`src/rtl/newton_sqrt_sched.sv`:
```
// Schedules square-root operations from two requesters onto a fixed-latency,
// non-abortable sqrt unit and holds each root until the consumer takes it.
module newton_sqrt_sched #(
    parameter int LAT = 25,
    parameter int CW  = 5
) (
    input  logic        clk,
    input  logic        rst,
    input  logic        req0_valid,
    output logic        req0_ready,
    input  logic [23:0] req0_d,
    input  logic [4:0]  req0_tag,
    input  logic        req1_valid,
    output logic        req1_ready,
    input  logic [23:0] req1_d,
    input  logic [4:0]  req1_tag,
    input  logic        flush,
    output logic        sq_fsqrt,
    output logic [23:0] sq_d,
    output logic        sq_en,
    input  logic        sq_busy,
    input  logic [31:0] sq_q,
    output logic        res_valid,
    input  logic        res_ready,
    output logic [31:0] res_q,
    output logic [4:0]  res_tag,
    output logic        res_src,
    output logic        busy
);

    typedef enum logic [1:0] {
        IDLE  = 2'd0,
        ISSUE = 2'd1,
        WAIT  = 2'd2,
        HOLD  = 2'd3
    } state_t;

    localparam logic [CW-1:0] CNT_DONE = CW'(LAT - 1);

    state_t         state;
    state_t         state_next;
    logic           last;
    logic [CW-1:0]  cnt;
    logic           cancel;
    logic [4:0]     tag_reg;

    logic           any_valid;
    logic           grant;
    logic           can_accept;
    logic           accept;
    logic           done;

    // Round-robin: on a tie the requester that was not served last wins.
    always_comb begin
        any_valid = req0_valid | req1_valid;
        if (req0_valid && req1_valid) begin
            grant = ~last;
        end else begin
            grant = req1_valid;
        end
    end

    assign can_accept = (state == IDLE) && !flush && !rst;
    assign req0_ready = can_accept && any_valid && !grant;
    assign req1_ready = can_accept && any_valid && grant;
    assign accept     = req0_ready | req1_ready;
    assign done       = (cnt == CNT_DONE);

    always_comb begin
        state_next = state;
        case (state)
            IDLE: begin
                if (accept) begin
                    state_next = ISSUE;
                end
            end
            ISSUE: begin
                state_next = WAIT;
            end
            WAIT: begin
                // A flush arriving on the very last wait cycle still discards the root.
                if (done) begin
                    state_next = (cancel || flush) ? IDLE : HOLD;
                end
            end
            HOLD: begin
                if (flush || res_ready) begin
                    state_next = IDLE;
                end
            end
            default: begin
                state_next = IDLE;
            end
        endcase
    end

    always_comb begin
        res_valid = 1'b0;
        sq_fsqrt  = 1'b0;
        sq_en     = 1'b0;
        busy      = 1'b0;
        if (!rst) begin
            res_valid = (state == HOLD);
            sq_fsqrt  = (state == ISSUE);
            sq_en     = (state == ISSUE) || (state == WAIT);
            busy      = (state != IDLE);
        end
    end

    assign res_tag = tag_reg;

    always_ff @(posedge clk) begin
        if (rst) begin
            state   <= IDLE;
            last    <= 1'b1;
            cnt     <= '0;
            cancel  <= 1'b0;
            sq_d    <= '0;
            res_q   <= '0;
            tag_reg <= '0;
            res_src <= 1'b0;
        end else begin
            state <= state_next;
            case (state)
                IDLE: begin
                    if (accept) begin
                        sq_d    <= grant ? req1_d : req0_d;
                        tag_reg <= grant ? req1_tag : req0_tag;
                        res_src <= grant;
                        last    <= grant;
                    end
                end
                ISSUE: begin
                    cnt <= CW'(1);
                    if (flush) begin
                        cancel <= 1'b1;
                    end
                end
                WAIT: begin
                    cnt <= cnt + CW'(1);
                    if (flush) begin
                        cancel <= 1'b1;
                    end
                    if (done) begin
                        res_q  <= sq_q;
                        cancel <= 1'b0;
                    end
                end
                default: begin
                end
            endcase
        end
    end

`ifndef SYNTHESIS
    // The unit must be idle whenever a new operation is started.
    start_when_idle: assert property (@(posedge clk) disable iff (rst) sq_fsqrt |-> !sq_busy);
`endif

endmodule

```
`config.mk`:
```
export PLATFORM = sky130hd
export DESIGN_NAME = newton_sqrt_sched
export DESIGN_NICKNAME = d
export VERILOG_FILES = /design/src/rtl/newton_sqrt_sched.sv
export SDC_FILE = /design/constraint.sdc
export NUM_CORES = 1
export LEC_CHECK = 0
export ABC_AREA = 1
export CAP_MARGIN = 20
export CELL_PAD_IN_SITES_DETAIL_PLACEMENT = 0
export CELL_PAD_IN_SITES_GLOBAL_PLACEMENT = 1
export CORE_MARGIN = 3
export CORE_UTILIZATION = 26
export DETAILED_ROUTE_END_ITERATION = 10
export PLACE_DENSITY = 0.87
export SYNTH_ARGS = -nofsm -noshare
export SYNTH_HDL_FRONTEND = slang
export SYNTH_SLANG_ARGS = --single-unit
```
`constraint.sdc`:
```
create_clock -name clk -period 1.7 [get_ports clk]
set_input_delay 0.17 -clock clk [delete_from_list [all_inputs] [get_ports clk]]
set_output_delay 0.17 -clock clk [all_outputs]
set_load 0.01 [all_outputs]
```
==> key figures <==
Floorplan
  – Core footprint: 11,600 sq um
  – Die H: 116 um
  – Die Span X: 116 um
  – Die area: 13,400 sq um
  – Cell row count: 39
  – Initial core utilization: 27.0%
  – Ports: 165

Drt
  – Post-Route WL: 9.29 mm
  – 1st-iter DRT viols: 115
  – Detail Route Antenna Nets: 0
  – Via/cell ratio: 4.39
  – DRT Pass-1 Iters: 4
  – DR WL/cell: 12.2 um
  – DR vias: 3,351
  – DRC: 0

Hold path
  – HP Start: res_q[6]$_SDFFE_PP0P_
  – Min-Delay Path Class: flip-flop to flip-flop
  – Hold Crit Depth: 2

Critical path
  – Worst r2r dst: sq_d[10]$_SDFFE_PP0P_
  – Critical path startpoint: state[1]$_SDFFE_PP0P_
  – Worst setup SP type: flip-flop
  – CP endpoint: req0_ready
  – Worst R2R Setup Slack: 130 ps
  – Data required, critical path: 1530 ps
  – Largest fanout on the critical path: 4
  – CP Data Arrival Time: 1470 ps
  – CP endpoint kind: output port
  – R2r startpoint: state[1]$_SDFFE_PP0P_
  – Worst Setup Path Type: flip-flop to output port
  – Worst R2R Path Depth: 10

Global routing
  – Gr usage total: 14.1%
  – Via count of the first global-routing pass: 3,203
  – Largest net degree at the start of global routing: 66
  – Initial antenna violation count: 0
  – First-pass GRT wire length: 15.1 mm
  – Gr ovfl total: 0

Cells and area
  – Nets: 719
  – Fill count: 1,169
  – N_diodes: 0
  – Layout area overhead: 69.6%
  – Final core utilization: 45.9%
  – Share of cells above drive strength 1: 8.71%
  – Highest-count cells in the layout ignoring fill and taps: clkdlybuf4s50_1 (157), nand2_1 (129), dfxtp_1 (71), a21oi_1 (66), inv_1 (45)
  – Most common cell after layout, fill and taps aside: clkdlybuf4s50_1

Synthesis
  – Syn. warnings: 0
  – Synth cell types: 23
  – Synth area leaders: dfxtp_1 (45%), nand2_1 (15%), a21oi_1 (11%)
  – Top cell type by total area after synthesis: dfxtp_1
  – Synth Cell Area: 3140 sq um
  – Sequential area share after synthesis: 45.3%
  – FF+latch count, synth: 71
  – Post-Synthesis Cells: 446
  – Area share of the largest cell type after synthesis: 45.3%
  – Syn_area_per_cell: 7.04 sq um
  – Syn Nets: 550

Power and ir drop
  – Worst vdd ir: 0.000522 V
  – P_leak: 2.08 nW
  – Power Density: 927 nW/um^2
  – Tot Pwr: 0.00494 W

Placed design
  – Final GP Congestion: 0.777
  – Dpl ws: -184 ps
  – Count of input and output buffers: 163
  – DP HPWL: 7.09 mm

Timing
  – Count of final hold-check violations: 0
  – Fmax: 609 MHz
  – Final setup fails: 0
  – RSZ-0062 raised after global routing: true
  – Crit share post-route: 96.5%
  – Worst Skew: 5.62 ps
  – Worst setup margin: 59.0 ps
  – Post-route setup TNS: 0 ps
  – Max-Slew Margin vs Limit: 78.5%
  – Slew Limit Fails: 0
  – Slew @ Worst Pin: 320 ps
  – Final min period: 1640 ps

CTS
  – Root buf cell: clkbuf_16
  – Clock sinks: 71
  – CTS Hold Bufs: 0
  – H-tree depth: 3
  – Clk Latency, worst-skew pair: 330 ps
  – CTS tree: done
  – Total CTS buffers: 9
  – Clk buf depth: 2
  – Worst-path clk slew: 60 ps

Run status
  – Status: complete, no violations

Flow run
  – Max-cap violations: 0
==> where the power goes <==
part / internal (W) / switching, W / total, W
sequential: 0.00177 / 0.0000588 / 0.00183
combinational: 0.000643 / 0.000609 / 0.00125
clock: 0.00117 / 0.000684 / 0.00186
==> layer usage <==
layer	global-route usage, %	wire, um
met1	16.7	3960
met3	5.07	863
met2	23.5	4320
met5	0	0
met4	5.41	144
==> worst min-delay path by stage <==
stage	to	slack, ps
floorplan	res_q[23]$_SDFFE_PP0P_	350
global placement	res_q[15]$_SDFFE_PP0P_	430
detailed placement	res_q[6]$_SDFFE_PP0P_	430
CTS	res_q[6]$_SDFFE_PP0P_	440
global route	res_q[14]$_SDFFE_PP0P_	470
finish	res_q[6]$_SDFFE_PP0P_	440
==> area by class of cell <==
| cell class | instances | area [sq um] | share of cell area, % |
|---|---|---|---|
| Clock buffer | 11 | 243 | 4.56 |
| Clock inverter | 5 | 57.6 | 1.08 |
| Inverter | 49 | 184 | 3.45 |
| Multi-Input combinational cell | 297 | 1410 | 26.4 |
| Sequential cell | 71 | 1420 | 26.7 |
| Tap cell | 143 | 179 | 3.36 |
| Timing Repair Buffer | 187 | 1830 | 34.4 |
==> Yosys cell counts <==
cell type  number
dfxtp_1        71
nand3_1        35
ha_1            7
xor2_1          1
nand2_1       129
nor2_2          1
nor2_1         11
a31oi_1         1
a211oi_1        1
o21ai_0        35
o21ai_1         3
buf_1           1
buf_2          19
clkbuf_1        5
nor3_1          2
inv_1          46
nand3_2         1
nor3b_1         1
inv_2           3
o31ai_1         1
xnor2_1         1
buf_4           4
a21oi_1        67
==> critical path, cell delays in order, from the launching register on <==
cell     delay (ps)
dfxtp_1         310
inv_1            70
ha_1            160
inv_1            50
nor2_2          110
nand3_2         140
a21oi_2         150
buf_2           160
==> cell families (layout without fill, tap and decap cells) <==
group / count (synthesis) / count (layout) / share of synthesized area (%)
xor+xnor: 2 / 2 / 0.558
buf+inv: 78 / 252 / 10.6
flops: 71 / 71 / 45.3
compound gates: 108 / 108 / 17.4
simple gates: 180 / 180 / 23.4
fa+ha+maj: 7 / 7 / 2.79
==> registers in the layout, indices dropped and copies added (netlist names) <==
| name | cells |
|---|---|
| cnt | 5 |
| last | 1 |
| state | 2 |
| cancel | 1 |
| res_tag | 5 |
| sq_d | 24 |
| res_q | 32 |
| res_src | 1 |
==> repair_timing <==
item,CTS,global route
gates cloned,0,0
setup endpoints to repair,6,29
buffers inserted,0,1
pin swaps,1,2
resized for setup,15,8
==> per-stage QoR <==
step | cell area (sq um) | hold slack [ps] | instances
2_1_floorplan | 3140 | 345 | 446
3_5_place_dp | 5020 | 434 | 746
3_3_place_gp | 5020 | 431 | 746
6_report | 5330 | 440 | 763
4_1_cts | 5310 | 443 | 762
5_1_grt | 5330 | 465 | 763
Power figures use the tool's default switching activity.
